--- config.mk ---
export PLATFORM = sky130hd
export DESIGN_NAME = i2c_csr_bridge
export DESIGN_NICKNAME = d
export VERILOG_FILES = /design/src/rtl/i2c_csr_bridge.sv
export SDC_FILE = /design/constraint.sdc
export NUM_CORES = 1
export LEC_CHECK = 0
export ABC_AREA = 1
export CORE_UTILIZATION = 58
export CTS_BUF_LIST = sky130_fd_sc_hd__clkbuf_2 sky130_fd_sc_hd__clkbuf_4 sky130_fd_sc_hd__clkbuf_8
export DETAILED_ROUTE_END_ITERATION = 8
export GPL_TIMING_DRIVEN = 1
export PLACE_DENSITY_LB_ADDON = 0.15
export RECOVER_POWER = 25
export SLEW_MARGIN = 10
export SYNTH_ARGS = -nofsm -noshare
export SYNTH_HDL_FRONTEND = slang
export SYNTH_SLANG_ARGS = --single-unit
--- constraint.sdc ---
create_clock -name clk -period 2.45 [get_ports clk]
set_clock_uncertainty 0.2 [all_clocks]
set_input_delay 0.245 -clock clk [delete_from_list [all_inputs] [get_ports clk]]
set_output_delay 0.245 -clock clk [all_outputs]
set_load 0.03 [all_outputs]
--- src/rtl/i2c_csr_bridge.sv ---
// I2C target that turns board-controller transactions into CSR bus
// reads and writes. It keeps a 5-bit sub-address pointer that
// auto-increments after every access and supports repeated start.
module i2c_csr_bridge #(
   parameter logic [6:0] I2C_ADDR    = 7'h4a,
   parameter int         SYNC_STAGES = 2
) (
   input  logic       clk,
   input  logic       rst_n,
   input  logic       scl_in,
   input  logic       sda_in,
   output logic       sda_oe,
   output logic [4:0] csr_a,
   output logic [7:0] csr_di,
   output logic       csr_we,
   input  logic [7:0] csr_do
);

   typedef enum logic [3:0] {
      IDLE, DEVADDR, DEV_ACK, REGADDR, REG_ACK,
      WRDATA, WR_ACK, RDDATA, RD_ACK, IGNORE
   } StateT;

   logic [SYNC_STAGES-1:0] r_sclSync, r_sdaSync;
   logic                   r_sclPrev, r_sdaPrev;
   logic                   w_scl, w_sda;
   logic                   w_sclRise, w_sclFall, w_start, w_stop;

   StateT      r_state, w_stateNext;
   logic [3:0] r_bitCnt, w_bitCntNext;
   logic [7:0] r_shift, w_shiftNext;
   logic [4:0] r_ptr, w_ptrNext;
   logic       r_sdaOe, w_sdaOeNext;
   logic       r_csrWe, w_csrWeNext;
   logic [7:0] r_csrDi, w_csrDiNext;
   logic       r_incPend, w_incPendNext;
   logic       r_ackBit, w_ackBitNext;

   // Bring the asynchronous pad signals into the clk domain and keep the
   // previous synchronized value for edge detection; idle bus is high.
   always_ff @(posedge clk or negedge rst_n) begin
      if (!rst_n) begin
         r_sclSync <= '1;
         r_sdaSync <= '1;
         r_sclPrev <= 1'b1;
         r_sdaPrev <= 1'b1;
      end else begin
         r_sclSync <= {r_sclSync[SYNC_STAGES-2:0], scl_in};
         r_sdaSync <= {r_sdaSync[SYNC_STAGES-2:0], sda_in};
         r_sclPrev <= w_scl;
         r_sdaPrev <= w_sda;
      end
   end

   assign w_scl     = r_sclSync[SYNC_STAGES-1];
   assign w_sda     = r_sdaSync[SYNC_STAGES-1];
   assign w_sclRise = w_scl & ~r_sclPrev;
   assign w_sclFall = ~w_scl & r_sclPrev;
   assign w_start   = r_sdaPrev & ~w_sda & w_scl & r_sclPrev;
   assign w_stop    = ~r_sdaPrev & w_sda & w_scl & r_sclPrev;

   // State register and all datapath registers of the protocol engine.
   always_ff @(posedge clk or negedge rst_n) begin
      if (!rst_n) begin
         r_state   <= IDLE;
         r_bitCnt  <= 4'd0;
         r_shift   <= 8'd0;
         r_ptr     <= 5'd0;
         r_sdaOe   <= 1'b0;
         r_csrWe   <= 1'b0;
         r_csrDi   <= 8'd0;
         r_incPend <= 1'b0;
         r_ackBit  <= 1'b1;
      end else begin
         r_state   <= w_stateNext;
         r_bitCnt  <= w_bitCntNext;
         r_shift   <= w_shiftNext;
         r_ptr     <= w_ptrNext;
         r_sdaOe   <= w_sdaOeNext;
         r_csrWe   <= w_csrWeNext;
         r_csrDi   <= w_csrDiNext;
         r_incPend <= w_incPendNext;
         r_ackBit  <= w_ackBitNext;
      end
   end

   // Next-state logic: START/STOP override everything; otherwise bits are
   // sampled on SCL rise and SDA is only changed after SCL fall. The
   // pointer bumps one clk after each CSR write or read load.
   always_comb begin
      w_stateNext   = r_state;
      w_bitCntNext  = r_bitCnt;
      w_shiftNext   = r_shift;
      w_ptrNext     = r_incPend ? r_ptr + 5'd1 : r_ptr;
      w_sdaOeNext   = r_sdaOe;
      w_csrWeNext   = 1'b0;
      w_csrDiNext   = r_csrDi;
      w_incPendNext = 1'b0;
      w_ackBitNext  = r_ackBit;
      if (w_start) begin
         w_stateNext  = DEVADDR;
         w_bitCntNext = 4'd0;
         w_sdaOeNext  = 1'b0;
      end else if (w_stop) begin
         w_stateNext  = IDLE;
         w_bitCntNext = 4'd0;
         w_sdaOeNext  = 1'b0;
      end else begin
         case (r_state)
            DEVADDR, REGADDR, WRDATA: begin
               if (w_sclRise && r_bitCnt != 4'd8) begin
                  w_shiftNext  = {r_shift[6:0], w_sda};
                  w_bitCntNext = r_bitCnt + 4'd1;
                  if (r_state == WRDATA && r_bitCnt == 4'd7) begin
                     w_csrWeNext   = 1'b1;
                     w_csrDiNext   = {r_shift[6:0], w_sda};
                     w_incPendNext = 1'b1;
                  end
               end else if (w_sclFall && r_bitCnt == 4'd8) begin
                  w_bitCntNext = 4'd0;
                  if (r_state == DEVADDR) begin
                     if (r_shift[7:1] == I2C_ADDR) begin
                        w_stateNext = DEV_ACK;
                        w_sdaOeNext = 1'b1;
                     end else begin
                        w_stateNext = IGNORE;
                     end
                  end else if (r_state == REGADDR) begin
                     w_ptrNext   = r_shift[4:0];
                     w_stateNext = REG_ACK;
                     w_sdaOeNext = 1'b1;
                  end else begin
                     w_stateNext = WR_ACK;
                     w_sdaOeNext = 1'b1;
                  end
               end
            end
            DEV_ACK: begin
               if (w_sclFall) begin
                  w_bitCntNext = 4'd0;
                  if (r_shift[0]) begin
                     w_stateNext   = RDDATA;
                     w_shiftNext   = csr_do;
                     w_sdaOeNext   = ~csr_do[7];
                     w_incPendNext = 1'b1;
                  end else begin
                     w_stateNext = REGADDR;
                     w_sdaOeNext = 1'b0;
                  end
               end
            end
            REG_ACK, WR_ACK: begin
               if (w_sclFall) begin
                  w_stateNext  = WRDATA;
                  w_sdaOeNext  = 1'b0;
                  w_bitCntNext = 4'd0;
               end
            end
            RDDATA: begin
               if (w_sclRise) begin
                  w_bitCntNext = r_bitCnt + 4'd1;
               end else if (w_sclFall) begin
                  if (r_bitCnt == 4'd8) begin
                     w_stateNext  = RD_ACK;
                     w_sdaOeNext  = 1'b0;
                     w_bitCntNext = 4'd0;
                  end else if (r_bitCnt != 4'd0) begin
                     w_shiftNext = {r_shift[6:0], 1'b0};
                     w_sdaOeNext = ~r_shift[6];
                  end
               end
            end
            RD_ACK: begin
               if (w_sclRise) begin
                  w_ackBitNext = w_sda;
               end else if (w_sclFall) begin
                  if (!r_ackBit) begin
                     w_stateNext   = RDDATA;
                     w_shiftNext   = csr_do;
                     w_sdaOeNext   = ~csr_do[7];
                     w_incPendNext = 1'b1;
                     w_bitCntNext  = 4'd0;
                  end else begin
                     w_stateNext = IGNORE;
                     w_sdaOeNext = 1'b0;
                  end
               end
            end
            IDLE, IGNORE: begin
               w_stateNext = r_state;
            end
            default: begin
               w_stateNext = IDLE;
               w_sdaOeNext = 1'b0;
            end
         endcase
      end
   end

   assign sda_oe = r_sdaOe;
   assign csr_a  = r_ptr;
   assign csr_di = r_csrDi;
   assign csr_we = r_csrWe;

endmodule

# Yosys cells after proc, flatten, opt, wreduce, memory -nomap -nowiden
# Index checks and enable logic that the tools add are counted.
# classes
n_bitwise,16
n_addsub,2
reduce_logical,18
n_eq_ne,40
mux,78
# op_table
cell,count
4-bit two-way mux,25
8-bit two-way mux,10
"4-bit inequality test, second input constant",11
5-bit two-way mux,8
8-bit case mux with 4 select lines,1
1-bit two-way mux,28
"5-bit inequality test, second input constant",5
4-bit case mux with 6 select lines,1
"4-bit by 3-bit == test with 1-bit output, second input constant",5
"2-bit inequality test, second input constant",10
4-bit case mux with 4 select lines,1
13-bit AND reduction,1
"4-bit == test, second input constant",3
12-bit AND reduction,1
11-bit AND reduction,1
10-bit AND reduction,1
1-bit AND,8
"4-bit by 2-bit == test with 1-bit output, second input constant",2
1-bit NOT,8
8-bit AND reduction,1
4-bit nonzero test,2
"7-bit == test, second input constant",1
1-bit case mux with 6 select lines,1
6-bit nonzero test,1
other kinds (14),18
# word_totals
ff_bits,39
wordCells,168
input_bits,12

# Longest topological paths before layout
# Gate-level depths: netlist of the first run.
# depth
ltp_word,9
ltp_mapped,12
depth_no_buf,12

# Worst setup path after synthesis of the first run
# OpenSTA, ideal clock, no wires.
# synth_timing
path_kind,flip-flop to flip-flop
startpoint,register r_sclPrev
endpoint,register r_shift[2]
arrival_time_ns,1.544
stages_incl_launch_ff,13
setup_time_ns,0.117
slack_ns,0.589
required_time_ns,2.133
n_path_buf,0
path_cell_list,dfstp_2 -> inv_1 -> ha_1 -> inv_1 -> nand2_1 -> nand3_1 -> nand2_1 -> nor2_1 -> nand2_1 -> nor2_1 -> nand2_2 -> nand2_1 -> nand2_1
# synth_between
elab_chain_len,5
elab_cells_between_ends,15
classes_between,eq/ne: 6; bitwise: 7; reduce/logical: 2
# synth_rtl
item,line_no,rtl
from (decl),25,"logic r_sclPrev, r_sdaPrev;"
from (signal assigned),50,r_sclPrev <= w_scl;
1-bit NOT,57,assign w_sclRise = w_scl & ~r_sclPrev;
1-bit AND,57,
1-bit logical AND,111,if (w_sclRise && r_bitCnt != 4'd8) begin
2-bit inequality test (no line),--,
13-bit AND reduction (no line) (*),--,
to (signal assigned),77,r_shift <= w_shiftNext;
to (decl),31,"logic [7:0] r_shift, w_shiftNext;"
# Every way passes the cells marked *; elsewhere a longest branch is shown, timed or not.
# A chain may end at the register's enable or synchronous reset.

# Worst setup path in the final report of the first run
# layout_timing
startpoint,register r_sdaSync[1]
endpoint,register r_shift[6]
# layout_between
elab_chain_len,6
elab_cells_between_ends,10
classes_between,bitwise: 9; reduce/logical: 1
# layout_rtl
item,line_no,rtl
from (decl),24,"logic [SYNC_STAGES-1:0] r_sclSync, r_sdaSync;"
from (signal assigned),49,"r_sdaSync <= {r_sdaSync[SYNC_STAGES-2:0], sda_in};"
1-bit NOT,59,assign w_start = r_sdaPrev & ~w_sda & w_scl & r_sclPrev;
1-bit AND (3 in series),59,
1-bit NOT (no line),--,
13-bit AND reduction (no line) (*),--,
# Marks and branches as above.

==> flow_summary_export.csv, run 1 <==
group,metric,value,unit
run_status,status,"finished, final reports clean",
worst_setup_path,critPathLaunchType,"flip-flop",
timing,hold_ws,164,ps
synth,synth_nets,348,
floorplanning,rows,22,
placement,dp.cells,403,
worst_setup_path,r2r_cells,8,
cells_and_area,multi_input_area,1150,µm²
synth,synth_area,2320,µm²
routing,final_antenna_net_count,0,
cts,numCtsBuffers,5,
synth,synth_area_leader_cell,"dfrtp_1",
cts,clock_latency,300,ps
timing,worstMarginPinSlew,930,ps
synth,synth_cell_type_count,26,
timing,setup_viol,0,
worst_setup_path,cp.required,2490,ps
grt,grt_start_max_net_pins,40,
grt,antenna_found_initial,0,
timing,fmax,460,MHz
worst_setup_path,r2r-end,"r_shift[6]",
worst_setup_path,max_stage_delay,580,ps
run,cap_violations,0,
power_and_ir_drop,powerDensity,893,nW/µm²
floorplanning,die_y,65.2,µm
worst_setup_path,crit_slowest_cell,"dfstp_1",
routing,drc_errors,0,
floorplanning,die_x,65.2,µm
floorplanning,dieArea,4250,µm²
cells_and_area,layout_common_cells,"108 x nand2_1, 40 x inv_1, 36 x nand3_1",
timing,relSlewSlack,38.0,%
worst_setup_path,r2r_start,"r_sdaSync[1]",
synth,ys.flop_type,"dfrtp_1",
placement,gp_congestion,0.996,
worst_setup_path,crit_path_end,"r_shift[6]",
placement,dp_hpwl,4100,µm
worst_setup_path,path_cells,"inv_1 > nand4_1 > nand2_1 > inv_2 > nand3_2 > nor2_4 > nand2_1 > nand2_1",
cts,clock_path_buffers,2,
cells_and_area,n_antenna_cell,0,
grt,grt_pass1_wl,9250,µm
synth,synth_edf_count,0,
cells_and_area,fin_util,72.8,%
worst_setup_path,r2r_slack,280,ps
synth,avgSynthCellArea,7.00,µm²
floorplanning,core_area,3740,µm²
grt,grt_overflow_total,0,
synth,synthArstFlopShare,100,%
placement,numPortBuffers,26,
timing,fin_crit_sh,88.7,%
worst_setup_path,critPathTopFamily,"simple AND/OR/NAND/NOR gates",
routing,vias_per_cell,5.45,
grt,grt_pass1_vias,2009,
worst_setup_path,cp_num_buf_inv,2,
cells_and_area,stdcell_area,2730,µm²
worst_setup_path,crit_type,"flip-flop to flip-flop",
cells_and_area,seq_area,985,µm²
timing,layout_setup_ws,276,ps
cts,cts_sinks,39,
cells_and_area,fin_cells,412,
worst_setup_path,crit_arrival,2210,ps
timing,hold_viol_final,0,
worst_setup_path,cp_common_cell,"nand2_1",
worst_setup_path,path_max_fanout,19,
routing,drt-initial-drc-count,174,
timing,period_needed,2170,ps
timing,rsz0062_at_grt,"false",
power_and_ir_drop,p_total,2.43,mW
worst_hold_path,hp-class,"flip-flop to flip-flop",
placement,place_ws,256,ps
timing,setup_tns,0,ps
cts,root_buffer,"clkbuf_8",
cells_and_area,nNetsFinal,380,
synth,synth-seq-area-share,42.5,%
floorplanning,io_pins,27,
cells_and_area,fill_cells,311,
synth,synth.area.top_cells,"dfrtp_1 35%, nand2_1 18%, dfstp_2 7.9%",
worst_setup_path,path_depth,8,
cts,htree_levels,2,
routing,vias,2245,
routing,drt-pass1-iter-count,5,
synth,syn-instance-count,331,
cts,clk_pin_slew,70,ps
cells_and_area,layout-drive-gt1-share,9.34,%
cells_and_area,area_growth,17.6,%
routing,drt_wl_total,5510,µm
timing,slew_viol_final,0,
cts,tritoncts,"done",
synth,synth_top_area_share,34.6,%
placement,dpl_cell_area,2620,µm²
routing,wl_per_cell,13.4,µm
worst_setup_path,endpoint_kind,"flip-flop",
cells_and_area,layout_commonest_cell,"nand2_1",
grt,grt_usage,29.0,%
synth,yosys_register_bits,39,
power_and_ir_drop,power_leakage,1.46,nW
worst_setup_path,crit_path_start,"r_sdaSync[1]",
synth,yosysWarnings,0,
power_and_ir_drop,peakVddDrop,0.492,mV
floorplanning,initial_utilization,61.9,%
synth_stat cells (6+ instances only):
cell / count
nand3_1: 36
inv_2: 6
nor2_1: 34
o21ai_1: 9
dfstp_2: 7
a21oi_1: 8
o21ai_0: 14
inv_1: 40
nand4_1: 8
dfrtp_1: 32
nand2_1: 109
worst register-to-register path: cells and delay by family (launching register included):
family / cells / cell delay (ps)
DFF: 1 / 580
buffers and inverters: 2 / 400
and+or+nand+nor: 6 / 950
report_power, final:
part / total [mW] / switching (mW) / internal [mW]
sequential: 0.887 / 0.122 / 0.765
clock: 0.446 / 0.236 / 0.210
combinational: 1.10 / 0.741 / 0.359
total: 2.43 / 1.10 / 1.33
metal layers:
| layer | track usage (%) | share of wire (%) | vias to the layer above |
|---|---|---|---|
| met5 | 0 | 0 | - |
| met4 | 7.61 | 1.1 | 0 |
| met3 | 6.25 | 7.7 | 9 |
| met2 | 44.8 | 45 | 93 |
| met1 | 41.1 | 46 | 1030 |
| li1 | - | - | 1113 |
logic make-up after synthesis:
family                   count (synthesis)  share of synthesized area (%)
flip-flops                              39                           42.5
XOR/XNOR                                 4                           1.51
buffers and inverters                   48                           7.83
multiplexers                             1                          0.432
AND/OR/NAND/NOR                        201                           37.7
AO/OA/AOI/OAI                           33                           7.34
adder cells (fa/ha/maj)                  5                           2.70
flip-flops by register name, summed over array words and instances, names as in the netlist, 2 cells and up:
signal and count:
r_shift 8, r_sdaSync 2, r_bitCnt 4, r_state 4, r_sclSync 2, csr_a 5, csr_di 8
timing repair:
item	CTS	global route
setup buffers	0	0
endpoints found under the setup margin	0	1
hold buffers	1	0
hold endpoints to repair	32	0
gates resized for setup	0	1
cell type report:
class / count / share of cell area, %
Sequential cell: 39 / 36.1
Tap cell: 48 / 2.20
Clock inverter: 2 / 0.459
Timing Repair Buffer: 27 / 9.73
Inverter: 46 / 6.34
Multi-Input combinational cell: 244 / 42.3
Clock buffer: 6 / 2.80
worst min path at each step:
stage / start / cells past startpoint / to
2_1_floorplan: rst_n / 0 / csr_a[0]
3_3_place_gp: r_sdaSync[0] / 0 / r_sdaSync[1]
3_5_place_dp: r_sclSync[0] / 0 / r_sclSync[1]
4_1_cts: sda_in / 1 / r_sdaSync[0]
5_1_grt: r_sclSync[0] / 0 / r_sclSync[1]
6_report: r_sclSync[0] / 0 / r_sclSync[1]
Power figures use the tool's default switching activity.
==> inputs of run 2 (changes only) <==
--- a/config.mk
+++ b/config.mk
@@ -6,6 +6,7 @@
 export NUM_CORES = 1
 export LEC_CHECK = 0
 export ABC_AREA = 1
+export CORE_ASPECT_RATIO = 0.75
 export CORE_UTILIZATION = 58
 export CTS_BUF_LIST = sky130_fd_sc_hd__clkbuf_2 sky130_fd_sc_hd__clkbuf_4 sky130_fd_sc_hd__clkbuf_8
 export DETAILED_ROUTE_END_ITERATION = 8
==> flow_summary_export.csv, run 2 (same netlist as run 1, synthesis figures left out) <==
group,metric,value,unit
floorplanning,rows,19,
power_and_ir_drop,pwr-share-comb,44.4,%
routing,route.met2.wl,2210,µm
worst_setup_path,crit_type,"flip-flop to flip-flop",
grt,antenna_found_initial,0,
power_and_ir_drop,p_switching,1.08,mW
routing,drt-initial-drc-count,212,
timing,fmax,450,MHz
cts,root_buffer,"clkbuf_8",
floorplanning,die_y,56.7,µm
routing,wl_met1,2600,µm
placement,dp_hpwl,3920,µm
cells_and_area,area_growth,18.8,%
cts,numCtsBuffers,5,
grt,grt_overflow_total,0,
worst_hold_path,hp-class,"flip-flop to flip-flop",
worst_hold_path,min_path_cells,0,
worst_setup_path,crit_slowest_cell,"dfstp_1",
cells_and_area,fill_cells,325,
run,cap_violations,0,
floorplanning,initial_utilization,62.1,%
routing,vias,2243,
timing,worstMarginPinSlew,929,ps
power_and_ir_drop,switching_share,43.9,%
placement,dp.cells,408,
worst_setup_path,cp_common_cell,"nand2_1",
cts,cts_sinks,39,
timing,setup_tns,0,ps
timing,slew_viol_final,0,
cells_and_area,multi_input_area,1150,µm²
worst_setup_path,path_max_fanout,19,
cells_and_area,layout_commonest_cell,"nand2_1",
worst_setup_path,cp.required,2480,ps
grt,grt_usage,27.6,%
cells_and_area,fin_cells,417,
cells_and_area,nNetsFinal,381,
timing,setup_viol,0,
floorplanning,die_x,75.0,µm
worst_setup_path,r2r_cells,8,
power_and_ir_drop,seqPwrFrac,36.3,%
cts,clock_latency,290,ps
grt,grt_pass1_wl,8850,µm
floorplanning,core_area,3730,µm²
routing,drt_wl_total,5320,µm
cells_and_area,seq_area,985,µm²
power_and_ir_drop,powerDensity,893,nW/µm²
cts,tritoncts,"done",
grt,grt_start_max_net_pins,40,
power_and_ir_drop,p_int,1.38,mW
cts,clk_pin_slew,80,ps
routing,route.top_layer_used,"met4",
routing,vias_per_cell,5.38,
cts,cts_setup_buffers,0,
power_and_ir_drop,power_leakage,1.47,nW
cts,htree_levels,2,
cts,clock_path_buffers,2,
power_and_ir_drop,peakVddDrop,0.527,mV
routing,drt-pass1-iter-count,5,
timing,rsz0062_at_grt,"false",
routing,wl_per_cell,12.8,µm
floorplanning,io_pins,27,
worst_setup_path,critPathLaunchType,"flip-flop",
timing,layout_setup_ws,229,ps
placement,place_ws,250,ps
timing,hold_viol_final,0,
routing,wl_met3,456,µm
worst_setup_path,max_stage_delay,600,ps
worst_setup_path,endpoint_kind,"flip-flop",
cells_and_area,n_antenna_cell,0,
routing,final_antenna_net_count,0,
cells_and_area,layout_common_cells,"108 x nand2_1, 40 x inv_1, 36 x nand3_1",
timing,period_needed,2220,ps
run_status,status,"finished, final reports clean",
grt,grt_pass1_vias,1959,
floorplanning,dieArea,4250,µm²
placement,gp_congestion,1.04,
routing,drc_errors,0,
worst_setup_path,path_cells,"inv_1 > nand4_1 > nand2_1 > inv_2 > nand3_2 > nor2_4 > nand2_1 > nand2_1",
placement,numPortBuffers,26,
worst_setup_path,crit_arrival,2250,ps
timing,relSlewSlack,38.1,%
timing,fin_crit_sh,90.6,%
power_and_ir_drop,p_clk_share,19.4,%
cells_and_area,layout-drive-gt1-share,9.59,%
[run 2: cell count changes in the layout (fill, tap and decap cells not counted)]
cell and change:
clkinv_2 -1, clkbuf_4 -1, clkbuf_8 +2, buf_4 +1
[run 2: final timing paths]
kind / to / startpoint / slack (ps)
worst min-delay path: r_sdaSync[1] / r_sdaSync[0] / 160
min in group asynchronous: r_bitCnt[1] / rst_n / 430
max in group asynchronous: r_shift[6] / rst_n / 1050
worst max-delay path: r_shift[3] / r_sdaSync[1] / 230
worst min register to register: r_sdaSync[1] / r_sdaSync[0] / 160
worst max register to register: r_shift[3] / r_sdaSync[1] / 230
[run 2: power groups by stage]
stage	combinational (mW)	sequential, mW	clock [mW]
5_1_grt	1.25	0.909	0.512
3_3_place_gp	1.06	0.897	0
4_1_cts	1.08	0.889	0.487
3_5_place_dp	1.07	0.900	0
2_1_floorplan	0.779	0.906	0
6_report	1.09	0.891	0.476
[run 2: final cells by class]
| type | count | share of cell area, % |
|---|---|---|
| tap | 52 | 2.36 |
| timing repair buffer | 28 | 9.91 |
| clock buffer | 7 | 3.50 |
| clock inverter | 1 | 0.273 |
| multi-input combinational | 244 | 41.9 |
| sequential | 39 | 35.8 |
| inverter | 46 | 6.27 |
[run 2: what timing repair did]
action	CTS	global route
hold endpoints to repair	32	0
resized for setup	0	1
hold buffers	1	0
setup endpoints to repair	0	1
[run 2: layer usage]
layer	global-route usage, %	up-vias
met1	41.8	1022
met5	0	-
met3	5.92	9
met2	40.5	101
met4	5.66	0
li1	-	1111
[run 2: per-stage QoR]
stage,util (%),hold slack (ps),total power [mW],instance area [µm²]
floorplan,-,-251,1.68,2320
global placement,70.6,147,1.96,2640
detailed placement,70.6,147,1.97,2640
CTS,73.7,150,2.46,2750
global route,73.8,161,2.67,2750
finish,73.8,161,2.46,2750
[run 2: critical path: cells and delay by family (launching register included)]
kind	cells	cell delay, ps
AND/OR/NAND/NOR	6	930
buffers and inverters	2	430
flip-flops	1	600
==> inputs of run 3 (changes only) <==
--- a/config.mk
+++ b/config.mk
@@ -6,12 +6,13 @@
 export NUM_CORES = 1
 export LEC_CHECK = 0
 export ABC_AREA = 1
+export CAP_MARGIN = 20
 export CORE_ASPECT_RATIO = 0.75
 export CORE_UTILIZATION = 58
-export CTS_BUF_LIST = sky130_fd_sc_hd__clkbuf_2 sky130_fd_sc_hd__clkbuf_4 sky130_fd_sc_hd__clkbuf_8
+export CTS_BUF_LIST = sky130_fd_sc_hd__clkbuf_4
 export DETAILED_ROUTE_END_ITERATION = 8
 export GPL_TIMING_DRIVEN = 1
-export PLACE_DENSITY_LB_ADDON = 0.15
+export PLACE_DENSITY = 0.84
 export RECOVER_POWER = 25
 export SLEW_MARGIN = 10
 export SYNTH_ARGS = -nofsm -noshare
==> flow_summary_export.csv, run 3 (same netlist as run 1, synthesis figures left out) <==
group,metric,value,unit
run_status,status,"finished, final reports clean",
cells_and_area,nNetsFinal,382,
grt,antenna_found_initial,0,
cells_and_area,fill_cells,301,
worst_setup_path,crit_type,"flip-flop to flip-flop",
cells_and_area,fin_util,73.3,%
grt,grt_pass1_wl,8690,µm
cts,root_buffer,"clkbuf_4",
timing,period_needed,2160,ps
floorplanning,die_y,56.7,µm
grt,grt_usage,27.4,%
cts,clock_latency,340,ps
power_and_ir_drop,power_leakage,1.47,nW
cts,htree_levels,2,
floorplanning,io_pins,27,
power_and_ir_drop,peakVddDrop,0.598,mV
cts,numCtsBuffers,5,
placement,numPortBuffers,26,
placement,gp_congestion,0.954,
worst_setup_path,crit_slowest_cell,"dfrtp_1",
cts,clk_pin_slew,120,ps
worst_hold_path,hp-class,"flip-flop to flip-flop",
floorplanning,core_area,3730,µm²
timing,slew_viol_final,0,
cells_and_area,layout_commonest_cell,"nand2_1",
timing,rsz0062_at_grt,"false",
routing,drt-initial-drc-count,192,
power_and_ir_drop,p_total,2.43,mW
grt,grt_start_max_net_pins,40,
grt,grt_overflow_total,0,
worst_setup_path,critPathLaunchType,"flip-flop",
grt,grt_pass1_vias,1896,
cts,cts_sinks,39,
timing,fmax,464,MHz
worst_setup_path,endpoint_kind,"flip-flop",
routing,drc_errors,0,
worst_setup_path,max_stage_delay,430,ps
floorplanning,initial_utilization,62.1,%
cts,cts_hold_buf,1,
floorplanning,dieArea,4250,µm²
cts,cts_setup_buffers,0,
routing,vias,2239,
cts,ctsResizeCount,0,
worst_setup_path,crit_arrival,2180,ps
run,cap_violations,0,
timing,relSlewSlack,39.4,%
timing,setup_viol,0,
floorplanning,die_x,75.0,µm
worst_setup_path,path_max_fanout,17,
timing,fin_crit_sh,88.0,%
routing,wl_per_cell,12.8,µm
timing,setup_tns,0,ps
cts,tritoncts,"done",
power_and_ir_drop,powerDensity,888,nW/µm²
worst_setup_path,cp_common_cell,"nand2_1",
worst_setup_path,path_cells,"inv_1 > ha_1 > nand3_1 > nand2_1 > nor2_1 > nand2_1 > nand2_1 > o21ai_1",
cells_and_area,layout-drive-gt1-share,9.56,%
worst_setup_path,cp.required,2470,ps
floorplanning,rows,19,
cells_and_area,area_growth,18.0,%
cells_and_area,layout_common_cells,"109 x nand2_1, 40 x inv_1, 36 x nand3_1",
timing,worstMarginPinSlew,909,ps
cts,clock_path_buffers,2,
routing,vias_per_cell,5.36,
routing,drt_wl_total,5340,µm
routing,drt-pass1-iter-count,5,
timing,hold_viol_final,0,
cells_and_area,n_antenna_cell,0,
routing,final_antenna_net_count,0,
placement,dp_hpwl,4080,µm
-- run 3: cell count changes in the layout (fill, tap and decap cells not counted) --
| cell | delta |
|---|---|
| clkinv_2 | +1 |
| clkinv_4 | +1 |
| clkbuf_4 | +5 |
| bufinv_16 | +1 |
| nand2_2 | -1 |
| nand2_1 | +1 |
| buf_4 | +1 |
| clkbuf_8 | -7 |
| clkinvlp_4 | -1 |
-- run 3: final timing paths --
kind                              start            to  slack, ps  depth (start not counted)
setup reg to reg            r_bitCnt[0]     csr_di[7]        290                          8
setup / recovery            r_bitCnt[0]     csr_di[7]        290                          8
hold reg to reg            r_sclSync[0]  r_sclSync[1]        170                          0
min in group asynchronous         rst_n     csr_di[0]        350                          2
max in group asynchronous         rst_n   r_bitCnt[1]       1130                          2
hold / removal             r_sclSync[0]  r_sclSync[1]        170                          0
-- run 3: metrics by stage --
step,cells,worst slack (ps),instance area (µm²),hold slack (ps)
after CTS,418,310,2740,94.8
final,418,295,2740,168
after global routing,418,53.6,2740,172
after floorplan,331,589,2320,-251
after global placement,409,396,2640,146
after detailed placement,409,332,2640,147
-- run 3: cell type report --
| class | count | area [µm²] | area share (%) |
|---|---|---|---|
| inverters | 46 | 173 | 6.31 |
| clock buffers | 5 | 37.5 | 1.37 |
| clock inverters | 3 | 43.8 | 1.60 |
| repair buffers | 29 | 280 | 10.2 |
| flip-flops and latches | 39 | 985 | 36.0 |
| well taps | 52 | 65.1 | 2.38 |
| multi-input cells | 244 | 1150 | 42.1 |
-- run 3: routing by layer --
layer  track usage (%)  up-vias  share of wire [%]
met5                 0        -                  0
met4              5.93        0               0.60
met3              5.57        5                6.4
met2              39.8       82                 43
met1              42.0     1032                 50
li1                  -     1120                  -
-- run 3: critical path: cells and delay by family, from the launching register on --
| kind | cells | cell delay (ps) |
|---|---|---|
| simple gates | 5 | 990 |
| buf+inv | 1 | 90 |
| fa+ha+maj | 1 | 240 |
| flops | 1 | 430 |
| compound gates | 1 | 90 |
-- run 3: report_power, final --
group	switching (mW)	internal, mW	total [mW]	leakage, nW
Clock	0.213	0.215	0.428	0.0452
Sequential	0.123	0.764	0.887	0.507
Combinational	0.752	0.361	1.11	0.916
